## src/rtl/serial_frame_rx.sv

```systemverilog
// serial_frame_rx: strobe-sampled serial frame receiver (start, DATA_W data bits LSB first, optional even parity, stop).
// Revision 1.0
`default_nettype none

module serial_frame_rx #(
   parameter int DATA_W    = 8,
   parameter int PARITY_EN = 1
) (
   input  logic              clk,
   input  logic              rst,
   input  logic              sin,
   input  logic              sin_en,
   output logic [DATA_W-1:0] dout,
   output logic              dout_valid,
   output logic              parity_err,
   output logic              frame_err,
   output logic              busy
);

   localparam int              CNT_W    = (DATA_W > 1) ? $clog2(DATA_W) : 1;
   localparam logic [CNT_W-1:0] LAST_BIT = CNT_W'(DATA_W - 1);

   typedef enum logic [1:0] {
      IDLE   = 2'd0,
      DATA   = 2'd1,
      PARITY = 2'd2,
      STOP   = 2'd3
   } state_t;

   state_t            state;
   logic [CNT_W-1:0]  bit_cnt;
   logic [DATA_W-1:0] shreg;
   logic              par_bit;
   logic              par_calc;

   // Even parity holds when data bits and parity bit XOR to zero.
   assign par_calc = (PARITY_EN != 0) ? ((^shreg) ^ par_bit) : 1'b0;

   always_ff @(posedge clk) begin
      dout_valid <= 1'b0;
      parity_err <= 1'b0;
      frame_err  <= 1'b0;
      if (rst) begin
         state   <= IDLE;
         bit_cnt <= '0;
         shreg   <= '0;
         par_bit <= 1'b0;
         dout    <= '0;
         busy    <= 1'b0;
      end else if (sin_en) begin
         case (state)
            IDLE: begin
               if (!sin) begin
                  state   <= DATA;
                  bit_cnt <= '0;
                  busy    <= 1'b1;
               end
            end
            DATA: begin
               shreg[bit_cnt] <= sin;
               if (bit_cnt == LAST_BIT) begin
                  bit_cnt <= '0;
                  state   <= (PARITY_EN != 0) ? PARITY : STOP;
               end else begin
                  bit_cnt <= bit_cnt + 1'b1;
               end
            end
            PARITY: begin
               par_bit <= sin;
               state   <= STOP;
            end
            STOP: begin
               if (sin) begin
                  dout       <= shreg;
                  dout_valid <= 1'b1;
                  parity_err <= par_calc;
               end else begin
                  frame_err <= 1'b1;
               end
               state <= IDLE;
               busy  <= 1'b0;
            end
            default: begin
               state <= IDLE;
               busy  <= 1'b0;
            end
         endcase
      end
   end

endmodule

`default_nettype wire

```

## config.mk

```make
export PLATFORM = sky130hd
export DESIGN_NAME = serial_frame_rx
export DESIGN_NICKNAME = d
export VERILOG_FILES = /design/src/rtl/serial_frame_rx.sv
export SDC_FILE = /design/constraint.sdc
export NUM_CORES = 1
export LEC_CHECK = 0
export ABC_CLOCK_PERIOD_IN_PS = 1700
export BUFFER_PORTS_ARGS = -buffer_cell sky130_fd_sc_hd__buf_2
export CAP_MARGIN = 20
export CORE_ASPECT_RATIO = 0.9
export CORE_UTILIZATION = 45
export CTS_CLUSTER_SIZE = 30
export DETAILED_ROUTE_END_ITERATION = 8
export GPL_TIMING_DRIVEN = 0
export PLACE_DENSITY = 0.63
export SLEW_MARGIN = 10
export SYNTH_ARGS = -nofsm -noshare
export SYNTH_HDL_FRONTEND = slang
export SYNTH_SLANG_ARGS = --single-unit
```

## constraint.sdc

```tcl
create_clock -name clk -period 1.7 [get_ports clk]
set_input_delay 0.17 -clock clk [delete_from_list [all_inputs] [get_ports clk]]
set_output_delay 0.17 -clock clk [all_outputs]
set_load 0.005 [all_outputs]
```

==> impl_metrics.tcl <==
set metrics [dict create \
    outcome "finished, violations left" \
    violations "DRC" \
    synth_top_area_share_pct 42.8 \
    seq_area_frac_synth_pct 42.8 \
    wl_met2_mm 1.09 \
    worstSkewPairLatency_ns 0.33 \
    cts_buffer_depth 2 \
    dieArea_mm2 0.00292 \
    drv_slew 0 \
    startpoint "state[0]" \
    yosysTopAreaCell "dfxtp_1" \
    start_kind "flop" \
    start_util_pct 48.5 \
    utilization_pct 55.7 \
    yosys_register_bits 26 \
    areaGrowthSynthToFinish_pct 14.8 \
    hold_buffers 0 \
    worst_pin_slew_ns 0.551 \
    syn_avg_cell_area_um2 8.51 \
    post-route-drc-count 3 \
    rsz0062_at_grt "false" \
    antenna_found_initial 0 \
    h-tree-depth 1 \
    grt_max_degree 16 \
    worstReg2RegStart "state[0]" \
    cts_setup_buffers 0 \
    path_cells "inv_1 -> ha_2 -> a21bo_4 -> or4_1 -> a21oi_1" \
    setup_tns_ns 0 \
    layout_commonest_cell "dfxtp_1" \
    stdcell_count 189 \
    rrSetupSlack_ns 0.09 \
    numCtsBuffers 3 \
    track_usage_pct 19.6 \
    first_pass_iters 8 \
    worstHoldPathType "in2reg" \
    synth_cell_type_count 31 \
    highest_layer "met4" \
    setup_viol 0 \
    clock_sinks 26 \
    hpwl_mm 1.84 \
    fin_total_pwr_uw 1170 \
    vdd_drop_max_mv 0.482 \
    layout_common_cells "23 x dfxtp_1, 22 x a21oi_1, 21 x nand2_1" \
    drive_gt1_share_pct 16.8 \
    avgRoutedWirePerCell_um 13.6 \
    reg2reg_to "bit_cnt[0]" \
    synth-main-ff-cell "dfxtp_1" \
    syn_inst 143 \
    fin_nets 172 \
    cp-endpoint "bit_cnt[0]" \
    crit_slowest_cell "or4_1" \
    gp_congestion 0.877 \
    final_antenna_net_count 0 \
    crit_path_max_fanout 7 \
    power.density_mw_per_mm2 840 \
    antenna_cells 0 \
    ys_warn_count 0 \
    die_h_um 51.3 \
    grt_pass1_vias 925 \
    cts_root_buf "clkbuf_4" \
    worst_slack_ns 0.0903 \
    syn_nets 153 \
    grt_pass1_wl_mm 4.33 \
    netlist_area_mm2 0.00122 \
    portBuffers 14 \
    die_x_um 56.8 \
    wl_met1_mm 1.35 \
    drtIter0Drc 50 \
    cts_tree "yes" \
    vias_per_cell 5.41 \
    std_cell_rows 17 \
    period_share_pct 94.7 \
    place_inst 185 \
    finalCriticalPeriod_ns 1.61 \
    crit_path_max_incr_delay_ns 0.48 \
    finalHoldViolCount 0 \
    grt_remaining_overflow 0 \
    post-place-ws_ns 0.0128 \
    ys_async_sr_fraction_pct 0 \
    worstPathRequired_ns 1.96 \
    reg2reg_depth 5 \
    fmax_mhz 621 \
    relSlewSlack_pct 63.3 \
    vias 1023 \
    met3WireLength_um 108 \
    core-area_mm2 0.00251 \
    synth_area_leaders "dfxtp_1 43%, a21oi_1 9.0%, nand2_1 6.5%" \
    crit_path_end_kind "flop" \
    synth-edff-count 0 \
    p_leak_uw 0.000557 \
    crit_arrival_ns 1.86 \
    cap_violations 0 \
    totalWireLength_mm 2.57 \
    cts.clk_slew.worst_paths_ns 0.14 \
    fin_skew_ns 0.00814 \
    path_class "reg2reg" \
    io_pins 16 \
]
metal layers:
metal	vias up	GRT usage (%)
met3	2	4.56
li1	537	-
met1	465	28.5
met4	0	6.10
met5	-	0
met2	19	28.8
power breakdown:
part / switching [uW] / internal [uW] / total (uW)
sequential: 9.01 / 621 / 630
clock: 186 / 239 / 424
combinational: 73.4 / 46.3 / 120
Yosys cell counts (all sizes together) (3+ instances only):
master / number
dfxtp: 26
ha: 6
nor2b: 3
a21oi: 22
nand2b: 3
clkbuf: 9
o21ai: 10
nand3: 9
nor3: 3
nand4: 3
nand2: 21
nor2: 4
cell families (layout without fill, tap and decap cells):
family / count (synthesis) / in the layout / synth area share [%]
compound gates: 37 / 37 / 16.4
buf+inv: 12 / 30 / 3.90
xor+xnor: 5 / 5 / 5.86
fa+ha+maj: 6 / 6 / 6.17
flops: 26 / 26 / 42.8
mux: 2 / 2 / 2.06
simple gates: 55 / 55 / 22.8
metrics by stage:
step	hold WS (ns)	cell area [um^2]
floorplan	0.379	1220
global placement	0.441	1320
detailed placement	0.443	1320
CTS	0.204	1380
global route	0.239	1400
finish	0.215	1400
sequential cells by signal, indices dropped and copies added (netlist names):
signal	flops
bit_cnt	3
busy	1
dout	8
dout_valid	1
frame_err	1
par_bit	1
parity_err	1
shreg	8
state	2
worst max-delay path, delay by kind of cell, from the launching register on:
kind	cells	cell delay, ns
adders and majority gates	1	0.23
AOI/OAI and AO/OA	2	0.38
DFF	1	0.39
buffers and inverters	1	0.07
and+or+nand+nor	1	0.48
worst min-delay path by stage:
stage	startpoint	endpoint	slack, ns	depth (start not counted)
floorplan	sin	bit_cnt[2]	0.38	3
global placement	dout[0]	dout[0]	0.44	2
CTS	rst	shreg[2]	0.20	2
finish	rst	shreg[2]	0.21	2
global route	rst	shreg[2]	0.24	2
detailed placement	dout[0]	dout[0]	0.44	2
repair_timing:
| item | 4_1_cts | 5_1_grt |
|---|---|---|
| endpoints found under the hold margin | 0 | 0 |
| setup endpoints to repair | 1 | 1 |
| resized for setup | 1 | 7 |
layout make-up:
class | count | area (um^2)
clock buffers | 3 | 22.5
fillers | 247 | 1110
clock inverters | 1 | 30.0
plain buffers | 10 | 42.5
well taps | 28 | 35.0
multi-input cells | 105 | 666
flip-flops and latches | 26 | 524
inverters | 2 | 7.51
repair buffers | 14 | 70.1
(Power assumes the default switching activity.)
